### src/rtl/st7789_spi_arbiter.sv
// st7789_spi_arbiter: shares one ST7789 SPI byte sender between a command port and a pixel stream port
// Ports:
//   w_clk, w_rst_n          clock, synchronous active-low reset
//   r0_valid/data/last      command port (high priority, never preempted); r0_ready accepts a byte
//   r1_valid/data/last      pixel stream port (preemptible after MIN_SLICE bytes); r1_ready accepts a byte
//   o_en, o_data            one-cycle start pulse and {DC,byte} to the SPI sender
//   i_busy                  SPI sender busy (high from the o_en cycle through the shift)
//   o_gnt                   current owner {r1,r0}, 00 when idle or injecting RAMWRC
//   o_resume_pending        stream was preempted; next stream grant is preceded by RAMWRC (0x3C)
module st7789_spi_arbiter #(
  parameter int MIN_SLICE = 480
) (
  input  logic       w_clk,
  input  logic       w_rst_n,
  input  logic       r0_valid,
  input  logic [8:0] r0_data,
  input  logic       r0_last,
  output logic       r0_ready,
  input  logic       r1_valid,
  input  logic [8:0] r1_data,
  input  logic       r1_last,
  output logic       r1_ready,
  output logic       o_en,
  output logic [8:0] o_data,
  input  logic       i_busy,
  output logic [1:0] o_gnt,
  output logic       o_resume_pending
);
  localparam logic [1:0] IDLE = 2'd0;
  localparam logic [1:0] GNT0 = 2'd1;
  localparam logic [1:0] GNT1 = 2'd2;
  localparam logic [1:0] INJ  = 2'd3;
  logic [1:0]  state_q, state_d;
  logic        en_q, en_d;
  logic [8:0]  data_q, data_d;
  logic        resume_q, resume_d;
  logic [15:0] slice_q, slice_d;
  logic        slot, preempt, xfer0, xfer1, inj;
  always_comb begin
    slot     = !i_busy && !en_q;
    // preemption wins the slot, so the stream byte is held back rather than sent
    preempt  = (state_q == GNT1) && slot && r0_valid && (slice_q >= 16'(MIN_SLICE));
    r0_ready = w_rst_n && (state_q == GNT0) && slot;
    r1_ready = w_rst_n && (state_q == GNT1) && slot && !preempt;
    xfer0    = r0_valid && r0_ready;
    xfer1    = r1_valid && r1_ready;
    inj      = w_rst_n && (state_q == INJ) && slot;
    state_d  = state_q;
    resume_d = resume_q;
    if (state_q == IDLE && slot)
      state_d = r0_valid ? GNT0 : r1_valid ? (resume_q ? INJ : GNT1) : IDLE;
    if (xfer0 && r0_last)
      state_d = IDLE;
    if (xfer1 && r1_last) begin
      state_d  = IDLE;
      resume_d = 1'b0;
    end
    if (preempt) begin
      state_d  = IDLE;
      resume_d = 1'b1;
    end
    if (inj)
      state_d = GNT1;
    // held at zero outside GNT1 so every stream grant starts a fresh slice
    slice_d = (state_q != GNT1) ? 16'd0 : (xfer1 && slice_q != 16'hFFFF) ? slice_q + 16'd1 : slice_q;
    en_d    = xfer0 || xfer1 || inj;
    data_d  = xfer0 ? r0_data : xfer1 ? r1_data : inj ? 9'h03C : data_q;
  end
  always_ff @(posedge w_clk) begin
    if (!w_rst_n) begin
      state_q  <= IDLE;
      en_q     <= 1'b0;
      data_q   <= 9'h000;
      resume_q <= 1'b0;
      slice_q  <= 16'd0;
    end else begin
      state_q  <= state_d;
      en_q     <= en_d;
      data_q   <= data_d;
      resume_q <= resume_d;
      slice_q  <= slice_d;
    end
  end
  assign o_en             = en_q;
  assign o_data           = data_q;
  assign o_gnt            = {state_q == GNT1, state_q == GNT0};
  assign o_resume_pending = resume_q;
endmodule

### config.mk
export PLATFORM = sky130hd
export DESIGN_NAME = st7789_spi_arbiter
export DESIGN_NICKNAME = d
export VERILOG_FILES = /design/src/rtl/st7789_spi_arbiter.sv
export SDC_FILE = /design/constraint.sdc
export NUM_CORES = 1
export LEC_CHECK = 0
export ABC_AREA = 1
export CELL_PAD_IN_SITES_DETAIL_PLACEMENT = 1
export CELL_PAD_IN_SITES_GLOBAL_PLACEMENT = 1
export CORE_ASPECT_RATIO = 1.5
export CORE_MARGIN = 2
export CORE_UTILIZATION = 31
export DETAILED_ROUTE_END_ITERATION = 12
export PLACE_DENSITY = 0.79
export SETUP_SLACK_MARGIN = 0.4
export SKIP_LAST_GASP = 1
export SYNTH_ARGS = -nofsm -noshare
export SYNTH_HDL_FRONTEND = slang
export SYNTH_SLANG_ARGS = --single-unit
### constraint.sdc
create_clock -name w_clk -period 1.6 [get_ports w_clk]
set_input_delay 0.16 -clock w_clk [delete_from_list [all_inputs] [get_ports w_clk]]
set_output_delay 0.16 -clock w_clk [all_outputs]
set_load 0.05 [all_outputs]
==> results.py <==
metrics = {
    "outcome": {
        "status": "finished, violations left",
        "violations": "setup timing",
    },
    "worst_setup_path": {
        "rrSetupSlack_ns": -0.10,
        "end_kind": "output port",
        "crit_slowest_cell": "dfxtp_2",
        "path_buf_inv": 4,
        "crit_type": "reg -> out",
        "path_max_fanout": 2,
        "reg2reg_depth": 11,
        "cp_common_cell": "nor2_4",
        "rr_startpoint": "state_q[1]$_SDFFE_PN0P_",
        "crit_family": "simple AND/OR/NAND/NOR gates",
        "crit_arrival_ns": 1.55,
        "setup.worst_path.start_class": "flop",
        "r2r-end": "slice_q[15]$_SDFFE_PP0P_",
        "slowest_delay_ns": 0.35,
        "worstPathRequired_ns": 1.44,
        "path_cells": "inv_4 -> nor2_4 -> nand2_1 -> nor2_2 -> nand2_2 -> buf_4 -> buf_6 -> nand2_4 -> nor2_4 -> buf_12",
        "crit_start": "state_q[1]$_SDFFE_PN0P_",
    },
    "detailed_routing": {
        "dr.pass1.iters": 4,
        "via_per_inst": 4.97,
        "wl_mm": 6.67,
        "vias": 2108,
        "drt_iter0_drc": 65,
        "wl_per_cell_um": 15.7,
        "route.detailed.drc": 0,
        "ant_nets": 0,
    },
    "global_routing": {
        "gr-max-usage-layer": "met2",
        "met2_usage_pct": 44.1,
        "grt_first_pass_wirelength_mm": 10.6,
        "groute.usage.overall_pct": 22.8,
        "antenna_found_initial": 0,
        "gr-usage-met1_pct": 21.4,
        "grt_pass1_vias": 2264,
        "grt_max_degree": 17,
        "overflow": 0,
        "use_met3_pct": 4.77,
    },
    "timing": {
        "max_freq_mhz": 585,
        "rsz0062_at_grt": "true",
        "tns_ns": -1.50,
        "min_period_ns": 1.71,
        "hold_violations": 0,
        "finClkSkew_ns": 0.00601,
        "slew_headroom_pct": 76.6,
        "setup_slack_ns": -0.109,
        "finalSetupViolations": 23,
        "holdWs_ns": 0.458,
        "slew_viol_final": 0,
        "tightest_slew_ns": 0.349,
        "post-route-period-util_pct": 107,
    },
    "hold_path": {
        "min_to": "o_data[5]$_SDFFE_PN0P_",
        "hold_class": "reg -> reg",
        "hold_depth": 2,
        "worstHoldStart": "o_data[5]$_SDFFE_PN0P_",
    },
    "die": {
        "ios": 40,
        "die_h_um": 94.6,
        "start_util_pct": 31.6,
        "num_rows": 33,
        "coreArea_sq_um": 5370,
        "dieArea_sq_um": 6090,
        "die_x_um": 64.4,
    },
    "synth": {
        "netlist.area_leader.share_pct": 34.2,
        "synth_top_area_cell": "dfxtp_1",
        "yosysMostFrequentCell": "nand2_1",
        "synth_edf_count": 0,
        "ys_warn_count": 0,
        "synth-main-ff-cell": "dfxtp_1",
        "ys_ff_latch": 29,
        "syn-num-nets": 287,
        "postSynthCellCount": 260,
        "ys_top_cells_by_area": "dfxtp_1 34%, nand2_1 17%, nor2_1 8.2%",
        "synth_area_sq_um": 1700,
        "async_reset_ff_share_pct": 0,
        "avgSynthCellArea_sq_um": 6.52,
        "synthTopCellsByCount": "79 x nand2_1, 37 x nor2_1, 29 x dfxtp_1, 23 x inv_1, 19 x a21oi_1",
        "synth_cell_type_count": 25,
        "yosysSeqAreaShare_pct": 34.2,
    },
    "final_layout": {
        "diodes": 0,
        "drive_gt1_share_pct": 33.9,
        "fin_util_pct": 53.4,
        "area_growth_pct": 69.2,
        "fin_area_sq_um": 2870,
        "fillCellCount": 707,
        "final_nets": 380,
    },
    "power": {
        "p_per_area_nw_per_um2": 656,
        "worst_ir_drop_vdd_uv": 346,
        "power_uw": 1880,
        "power.leakage_uw": 0.00122,
    },
    "clock_network": {
        "clockBufferDepth": 2,
        "numCtsBuffers": 5,
        "cts_tree": "yes",
        "cts-root-buf": "clkbuf_8",
        "clk_latency_ns": 0.29,
        "cts.sinks": 29,
        "postCtsHoldBufs": 0,
        "clkSlewWorstSetupHoldPaths_ns": 0.07,
        "cts_max_level": 2,
    },
    "placed_design": {
        "dp_hpwl_mm": 4.26,
        "io_buffers": 39,
        "dpl-instance-area_sq_um": 2440,
        "place_congestion": 0.925,
    },
    "flow_run": {
        "drv_cap": 0,
    },
}
kinds of logic after synthesis:
kind of cell	Yosys count	share of synthesized area, %
and+or+nand+nor	161	42.5
buffers and inverters	32	7.97
DFF	29	34.2
AOI/OAI and AO/OA	23	7.08
xor gates and xnor gates	13	6.72
adders and majority gates	2	1.48
metal layers:
layer | vias up | wire length [um] | share of wire (%)
met3 | 27 | 212 | 3.2
li1 | 1016 | - | -
met2 | 53 | 3750 | 56
met1 | 1012 | 2400 | 36
met4 | 0 | 305 | 4.6
met5 | - | 0 | 0
what timing repair did:
action | CTS | global route
buffers inserted | 16 | 4
resized for setup | 36 | 12
pin swaps | 24 | 12
gates cloned | 2 | 0
setup endpoints to repair | 33 | 33
area by class of cell:
cell class              count  area, sq um  share of cell area (%)
clock inverters             1         5.00                   0.175
multi-input cells         199         1070                    37.5
well taps                  70         87.6                    3.05
clock buffers               7         96.3                    3.36
inverters                  24         96.3                    3.36
flip-flops and latches     29          599                    20.9
repair buffers             94          908                    31.7
stage by stage:
step                      worst slack [ns]  std cells
after global placement              -0.166        394
after floorplan                    -0.0474        260
after CTS                          -0.0292        420
after global routing                -0.207        424
after detailed placement            -0.224        394
final                               -0.109        424
tightest hold or removal path: cells and delay by family (launching register included):
kind / cells / cell delay [ns]
flops: 1 / 0.32
simple gates: 2 / 0.10
worst max path at each step:
stage                                         end  slack (ns)  cells after the start
after CTS                                r1_ready       -0.03                      9
after global routing      slice_q[7]$_SDFFE_PP0P_       -0.21                     11
after global placement     o_data[4]$_SDFFE_PN0P_       -0.17                     10
final                                    r1_ready       -0.11                     10
after floorplan            o_data[0]$_SDFFE_PN0P_       -0.05                     10
after detailed placement   o_data[4]$_SDFFE_PN0P_       -0.22                     10
power by group:
group          total [uW]  switching (uW)  internal, uW
Sequential            757            15.7           741
Combinational         437             228           209
Clock                 688             299           388
Total                1880             543          1340
flip-flops by register name, indices dropped and copies added, names as in the netlist:
signal            count
state_q               2
slice_q              16
o_data                9
o_en                  1
o_resume_pending      1
cells in the final DEF, fill, tap and decap left out, drive strengths merged:
master | Yosys | final
nand3 | 18 | 18
inv | 24 | 23
dlygate4sd2 | 0 | 1
clkinvlp | 0 | 1
o211ai | 2 | 2
xnor2 | 5 | 5
nand4 | 13 | 13
clkinv | 0 | 1
ha | 2 | 2
clkdlybuf4s50 | 0 | 23
nand2 | 81 | 81
nor3 | 5 | 5
xor2 | 8 | 8
or2 | 2 | 2
o21ai | 2 | 2
a21oi | 19 | 19
clkbuf | 2 | 7
buf | 6 | 70
nor2 | 41 | 41
dfxtp | 29 | 29
and2 | 1 | 1
Power figures use the tool's default switching activity.
